===== src/rtl/mp_add_pkg.sv =====
// mp_add_pkg: shared width, state encoding and word-select helper for the multi-precision adder
package mp_add_pkg;
  localparam int WORD_W = 32;
  localparam int MAX_WORDS = 16;
  typedef logic [MAX_WORDS*WORD_W-1:0] wide_t;
  typedef enum logic [1:0] {IDLE, RUN, DONE} state_t;
  function automatic logic [WORD_W-1:0] word_sel(input wide_t v, input int unsigned i);
    return v[i*WORD_W +: WORD_W];
  endfunction
endpackage


===== src/rtl/mp_add_sequencer_if.sv =====
// mp_add_sequencer_if: operand/result valid-ready bundle between requester and sequencer
interface mp_add_sequencer_if #(
  parameter int WORDS = 4
);
  import mp_add_pkg::*;
  logic in_valid;
  logic in_ready;
  logic op_sub;
  logic op_cin;
  logic out_valid;
  logic out_ready;
  logic res_cout;
  logic res_ovf;
  logic [WORDS*WORD_W-1:0] op_a;
  logic [WORDS*WORD_W-1:0] op_b;
  logic [WORDS*WORD_W-1:0] res_sum;
  modport master(
    output in_valid, op_sub, op_a, op_b, op_cin, out_ready,
    input  in_ready, out_valid, res_sum, res_cout, res_ovf
  );
  modport slave(
    input  in_valid, op_sub, op_a, op_b, op_cin, out_ready,
    output in_ready, out_valid, res_sum, res_cout, res_ovf
  );
endinterface


===== src/rtl/mp_add_sequencer_cla.sv =====
// Carry_look_ahead_adder: 32-bit adder built from 4-bit carry-look-ahead groups
module Carry_look_ahead_adder
  import mp_add_pkg::*;
(
  input  logic [WORD_W-1:0] a,
  input  logic [WORD_W-1:0] b,
  input  logic              cin,
  output logic [WORD_W-1:0] sum,
  output logic              cout
);
  logic [3:0] g;
  logic [3:0] p;
  logic [4:0] cc;
  logic       c;
  always_comb begin
    sum = '0;
    g = '0;
    p = '0;
    cc = '0;
    c = cin;
    for (int k = 0; k < WORD_W; k += 4) begin
      g = a[k+:4] & b[k+:4];
      p = a[k+:4] ^ b[k+:4];
      cc[0] = c;
      cc[1] = g[0] | (p[0] & c);
      cc[2] = g[1] | (p[1] & g[0]) | (&p[1:0] & c);
      cc[3] = g[2] | (p[2] & g[1]) | (&p[2:1] & g[0]) | (&p[2:0] & c);
      cc[4] = g[3] | (p[3] & g[2]) | (&p[3:2] & g[1]) | (&p[3:1] & g[0]) | (&p & c);
      sum[k+:4] = p ^ cc[3:0];
      c = cc[4];
    end
    cout = c;
  end
endmodule


===== src/rtl/mp_adder_top.sv =====
// mp_adder_top: sequencer wired to its carry-look-ahead adder datapath
module mp_adder_top
  import mp_add_pkg::*;
#(
  parameter int WORDS = 4
) (
  input  logic              clk,
  input  logic              rst,
  mp_add_sequencer_if.slave bus
);
  logic [WORD_W-1:0] a;
  logic [WORD_W-1:0] b;
  logic [WORD_W-1:0] s;
  logic              ci;
  logic              co;
  mp_add_sequencer #(.WORDS(WORDS)) u_seq (
    .clk(clk),
    .rst(rst),
    .bus(bus),
    .add_a(a),
    .add_b(b),
    .add_cin(ci),
    .add_sum(s),
    .add_cout(co)
  );
  Carry_look_ahead_adder u_cla (
    .a(a),
    .b(b),
    .cin(ci),
    .sum(s),
    .cout(co)
  );
endmodule


===== src/rtl/mp_add_sequencer.sv =====
// mp_add_sequencer: multi-precision add/sub by sequencing one external 32-bit adder word by word
module mp_add_sequencer
  import mp_add_pkg::*;
#(
  parameter int WORDS = 4
) (
  input  logic              clk,
  input  logic              rst,
  mp_add_sequencer_if.slave bus,
  output logic [WORD_W-1:0] add_a,
  output logic [WORD_W-1:0] add_b,
  output logic              add_cin,
  input  logic [WORD_W-1:0] add_sum,
  input  logic              add_cout
);
  localparam int IW = $clog2(WORDS);
  localparam logic [IW-1:0] LAST = IW'(WORDS - 1);
  state_t state;
  state_t state_n;
  wide_t a_r;
  wide_t b_r;
  logic sub_r;
  logic carry;
  logic cout_r;
  logic ovf_r;
  logic [IW-1:0] idx;
  logic [WORDS*WORD_W-1:0] sum_r;
  logic [WORD_W-1:0] bw;
  logic a_msb;
  assign a_msb = a_r[WORDS*WORD_W-1];
  assign bus.res_sum = sum_r;
  assign bus.res_cout = cout_r;
  assign bus.res_ovf = ovf_r;
  always_ff @(posedge clk) state <= rst ? IDLE : state_n;
  always_comb
    state_n = state == IDLE ? (bus.in_valid ? RUN : IDLE)
            : state == RUN  ? (idx == LAST ? DONE : RUN)
            : (bus.out_ready ? IDLE : DONE);
  always_comb begin
    bw = word_sel(b_r, 32'(idx)) ^ {WORD_W{sub_r}};
    bus.in_ready = state == IDLE;
    bus.out_valid = state == DONE;
    add_a = state == RUN ? word_sel(a_r, 32'(idx)) : '0;
    add_b = state == RUN ? bw : '0;
    add_cin = state == RUN && carry;
  end
  always_ff @(posedge clk) begin
    if (rst) begin
      idx <= '0;
      carry <= 1'b0;
      sum_r <= '0;
      cout_r <= 1'b0;
      ovf_r <= 1'b0;
    end else if (state == IDLE && bus.in_valid) begin
      a_r <= wide_t'(bus.op_a);
      b_r <= wide_t'(bus.op_b);
      sub_r <= bus.op_sub;
      carry <= bus.op_cin ^ bus.op_sub;
      idx <= '0;
    end else if (state == RUN) begin
      sum_r[idx*WORD_W +: WORD_W] <= add_sum;
      carry <= add_cout;
      if (idx == LAST) begin
        cout_r <= add_cout ^ sub_r;
        ovf_r <= (a_msb == bw[WORD_W-1]) && (add_sum[WORD_W-1] != a_msb);
      end else begin
        idx <= idx + 1'b1;
      end
    end
  end
endmodule


===== src/flat_wrapper.sv =====
// flat-port wrapper written by rule: the top's interface ports become plain ports
module mp_adder_top_flat import mp_add_pkg::*;
#(
  parameter int WORDS = 4
)
  (clk, rst, bus_in_valid, bus_op_sub, bus_op_a, bus_op_b, bus_op_cin, bus_out_ready, bus_in_ready, bus_out_valid, bus_res_sum, bus_res_cout, bus_res_ovf);
  mp_add_sequencer_if #(.WORDS(WORDS)) bus_i ();
  input  logic clk;
  input  logic rst;
  input wire logic [$bits(bus_i.in_valid)-1:0] bus_in_valid;
  input wire logic [$bits(bus_i.op_sub)-1:0] bus_op_sub;
  input wire logic [$bits(bus_i.op_a)-1:0] bus_op_a;
  input wire logic [$bits(bus_i.op_b)-1:0] bus_op_b;
  input wire logic [$bits(bus_i.op_cin)-1:0] bus_op_cin;
  input wire logic [$bits(bus_i.out_ready)-1:0] bus_out_ready;
  output wire logic [$bits(bus_i.in_ready)-1:0] bus_in_ready;
  output wire logic [$bits(bus_i.out_valid)-1:0] bus_out_valid;
  output wire logic [$bits(bus_i.res_sum)-1:0] bus_res_sum;
  output wire logic [$bits(bus_i.res_cout)-1:0] bus_res_cout;
  output wire logic [$bits(bus_i.res_ovf)-1:0] bus_res_ovf;
  assign bus_i.in_valid = bus_in_valid;
  assign bus_i.op_sub = bus_op_sub;
  assign bus_i.op_a = bus_op_a;
  assign bus_i.op_b = bus_op_b;
  assign bus_i.op_cin = bus_op_cin;
  assign bus_i.out_ready = bus_out_ready;
  assign bus_in_ready = bus_i.in_ready;
  assign bus_out_valid = bus_i.out_valid;
  assign bus_res_sum = bus_i.res_sum;
  assign bus_res_cout = bus_i.res_cout;
  assign bus_res_ovf = bus_i.res_ovf;
  mp_adder_top #(.WORDS(WORDS)) u_core (.clk(clk), .rst(rst), .bus(bus_i));
endmodule

===== config.mk =====
export PLATFORM = sky130hd
export DESIGN_NAME = mp_adder_top_flat
export DESIGN_NICKNAME = d
export VERILOG_FILES = /design/src/rtl/mp_add_pkg.sv /design/src/rtl/mp_add_sequencer_if.sv /design/src/rtl/mp_add_sequencer_cla.sv /design/src/rtl/mp_adder_top.sv /design/src/rtl/mp_add_sequencer.sv /design/src/flat_wrapper.sv
export SDC_FILE = /design/constraint.sdc
export NUM_CORES = 1
export LEC_CHECK = 0
export BUFFER_PORTS_ARGS = -buffer_cell sky130_fd_sc_hd__buf_2
export CAP_MARGIN = 10
export CORE_ASPECT_RATIO = 1.5
export CORE_MARGIN = 2
export CORE_UTILIZATION = 54
export CTS_CLUSTER_DIAMETER = 150
export DETAILED_ROUTE_END_ITERATION = 10
export HOLD_SLACK_MARGIN = 0.06
export PLACE_DENSITY = 0.9
export SYNTH_ARGS = -nofsm -noshare
export SYNTH_HDL_FRONTEND = slang
export SYNTH_SLANG_ARGS = --single-unit

===== constraint.sdc =====
create_clock -name clk -period 19.3 [get_ports clk]
set_input_delay 3.86 -clock clk [delete_from_list [all_inputs] [get_ports clk]]
set_output_delay 3.86 -clock clk [all_outputs]
set_load 0.1 [all_outputs]

==> impl_metrics.tcl <==
set metrics [dict create \
    status "complete, no violations" \
    max_freq_mhz 142 \
    ff2ff_path_depth 15 \
    hold_viol 0 \
    routed_wl_um 43300 \
    power_leakage_uw 0.00774 \
    synthXorXnorAreaFrac_pct 2.46 \
    clock-root-buffer "clkbuf_16" \
    setup_viol 0 \
    vias 11600 \
    ys_dominant_reg_cell "edfxtp_1" \
    cts_tree "built" \
    synthesis.nets 1518 \
    crit_path_frequent_cell "buf_4" \
    slew_viol_final 0 \
    rsz0062_at_grt "false" \
    postSynthAreaPerCell_um2 13.5 \
    cts_sinks 392 \
    grt_usage_pct 26.8 \
    wl_per_cell_um 21.4 \
    synth_top_family_by_area "simple AND/OR/NAND/NOR gates" \
    seq_area_um2 10400 \
    synthArstFlopShare_pct 0 \
    cts_buffer_depth 3 \
    first_pass_iters 5 \
    worstMarginPinSlew_ns 1.14 \
    required_ns 19.44 \
    critPathTopFamily "buffers and inverters" \
    r2r_end "u_core.u_seq.bus.res_sum[21]$_SDFFE_PP0P_" \
    synth_top_area_cell "edfxtp_1" \
    grt_antenna_before_repair 7 \
    syn_area_um2 16400 \
    tns_ns 0 \
    htreeDepth 2 \
    max_slew_margin_pct 23.8 \
    initial_utilization_pct 54.4 \
    arrival_ns 7.16 \
    cp_slowest_cell "buf_4" \
    gp_congestion 0.941 \
    min-delay-start "u_core.u_seq.bus.res_sum[18]$_SDFFE_PP0P_" \
    min_path_type "flip-flop to flip-flop" \
    finalCriticalPeriod_ns 7.02 \
    core_area_um2 30100 \
    place_hpwl_um 31200 \
    worstSetupPathType "primary input to flip-flop" \
    row_count 78 \
    ctsHoldBuffers 0 \
    grt_first_pass_wirelength_um 64900 \
    final_layout_size_suffix_gt1_share_pct 33.9 \
    synth_compound_area_share_pct 9.11 \
    crit_path_end_kind "flip-flop" \
    yosysWarnings 0 \
    grt_pass1_vias 11700 \
    r2r_start "u_core.u_seq.idx[0]$_SDFFE_PP0P_" \
    drc 0 \
    cts_buffers 35 \
    hold_depth 2 \
    finalNetCount 1895 \
    n_fill_cell 2100 \
    die_w_um 146 \
    ios 394 \
    reg2reg_slack_ns 13.83 \
    ant_nets 0 \
    cts_resized 0 \
    critPathLaunchType "primary input" \
    max_cap_viol_count 0 \
    netlist_instances 1210 \
    critical_path.max_fanout 91 \
    synth-simple-area-share_pct 9.71 \
    multiInputGateArea_um2 5600 \
    whs_ns 0.453 \
    synthAdderAreaFrac_pct 3.89 \
    hold_end "u_core.u_seq.bus.res_sum[18]$_SDFFE_PP0P_" \
    cpPeakStageDelay_ns 0.95 \
    muxShareOfSynthArea_pct 8.89 \
    die_area_um2 31700 \
    die_height_um 217 \
    ys_ff_latch 392 \
    via_per_inst 5.76 \
    power.density_nw_per_um2 93.0 \
    area_growth_syn_to_layout_pct 21.7 \
    fin_skew_ns 0.0200 \
    drt_first_iter_violations 811 \
    grt_max_degree 92 \
    clock_latency_ns 0.53 \
    io_buffers 393 \
    clk_pin_slew_ns 0.07 \
    synth_cell_type_count 60 \
    synth-edff-count 257 \
    ys_seq_area_share_pct 63.7 \
    synth_top_area_share_pct 47.2 \
    grt.overflow.total 0 \
    post-cts-setup-buffers 0 \
    finalCritPeriodShare_pct 36.4 \
    path_cells "buf_4 > nor2_4 > buf_4 > buf_4 > buf_4" \
    ir_drop_mv 0.0851 \
    worst-path-buf-inv 4 \
    ys_top_cells_by_area "edfxtp_1 47%, dfxtp_1 17%, mux4_2 8.0%, nor2_1 4.2%, a22oi_1 3.3%" \
]
==> Yosys cell counts (17+ instances only) <==
library cell	instances
ha_1	38
dfxtp_1	135
nand2_1	41
mux4_2	58
edfxtp_1	257
a22oi_1	72
a21oi_1	60
and2_1	33
clkbuf_1	59
o31ai_1	21
nor2_1	185
nand3b_1	17
xnor2_1	42
inv_1	26
==> state kept, by name, indices dropped and copies added (netlist names) <==
name,cells
u_core.u_seq.a_r,128
u_core.u_seq.b_r,128
u_core.u_seq.bus.res_sum,128
u_core.u_seq.idx,2
u_core.u_seq.state,2
u_core.u_seq.bus.res_cout,1
u_core.u_seq.bus.res_ovf,1
u_core.u_seq.carry,1
u_core.u_seq.sub_r,1
==> worst max-delay path by stage <==
stage	from	endpoint	depth (start not counted)
floorplan	rst	u_core.u_seq.a_r[0]$_DFFE_PP_	4
global placement	rst	u_core.u_seq.b_r[107]$_DFFE_PP_	5
detailed placement	rst	u_core.u_seq.b_r[43]$_DFFE_PP_	5
CTS	rst	u_core.u_seq.a_r[73]$_DFFE_PP_	5
global route	rst	u_core.u_seq.b_r[4]$_DFFE_PP_	5
finish	rst	u_core.u_seq.a_r[110]$_DFFE_PP_	5
==> layout make-up <==
type                    instances  share of cell area, %
well taps                     400                   2.51
clock inverters                15                  0.779
repair buffers                410                   10.5
multi-input cells             722                   28.1
clock buffers                  47                   5.09
inverters                      26                  0.490
flip-flops and latches        392                   52.4
diodes                          9                  0.113
==> kinds of logic (layout without fill, tap and decap cells) <==
logic type | Yosys count | after routing
AO/OA/AOI/OAI | 216 | 216
XOR/XNOR | 46 | 46
adder cells (fa/ha/maj) | 46 | 46
buffers and inverters | 96 | 498
flip-flops | 392 | 392
multiplexers | 72 | 72
other | 0 | 9
AND/OR/NAND/NOR | 342 | 342
==> where the power goes <==
| group | switching, uW | internal, uW |
|---|---|---|
| Sequential | 13.3 | 927 |
| Clock | 297 | 410 |
| Combinational | 132 | 73.1 |
| Total | 442 | 1410 |
==> placed cells by master (no fill, tap or decap), types with 6 or more instances in the layout <==
cell         n
nor3_1       9
or3_1        7
dfxtp_1    133
mux4_2      58
a22oi_1     72
ha_1        38
nand2_1     41
inv_1       27
nor2_1     183
buf_2      392
nand3b_1    17
a21oi_1     60
fa_1         8
o21ai_0     16
buf_4       18
mux2_2       6
edfxtp_1   257
xnor2_1     42
or2_2        7
mux2i_1      8
o31ai_1     21
diode_2      9
and2_1      33
nand2b_1     8
o311ai_0     6
clkbuf_16   37
o211ai_1     7
nand3_1     10
==> worst register-to-register path, delay by kind of cell, from the launching register on <==
| family | cells | cell delay, ns |
|---|---|---|
| adder cells (fa/ha/maj) | 2 | 0.68 |
| AO/OA/AOI/OAI | 3 | 0.76 |
| XOR/XNOR | 2 | 0.79 |
| AND/OR/NAND/NOR | 5 | 0.93 |
| flip-flops | 1 | 0.84 |
| buffers and inverters | 2 | 0.76 |
| multiplexers | 1 | 0.65 |
==> layer usage <==
layer	vias up	global-route usage (%)	wire (um)
met3	115	3.73	2670
met4	0	12.7	2040
met1	5628	31.5	15600
li1	5279	-	-
met2	622	48.5	23000
met5	-	0	0
==> stage by stage <==
| step | cells | worst slack, ns | area, um^2 | power (uW) | utilization (%) |
|---|---|---|---|---|---|
| final | 2021 | 12.28 | 19900 | 1850 | 66.2 |
| after CTS | 2012 | 12.28 | 19900 | 1860 | 66.2 |
| after global placement | 1950 | 11.91 | 18700 | 1150 | 62.3 |
| after floorplan | 1210 | 3.34 | 16400 | 1100 | - |
| after global routing | 2019 | 12.00 | 19900 | 1910 | 66.2 |
| after detailed placement | 1950 | 11.75 | 18700 | 1160 | 62.3 |
No activity file was read; power rests on OpenSTA's default activity.
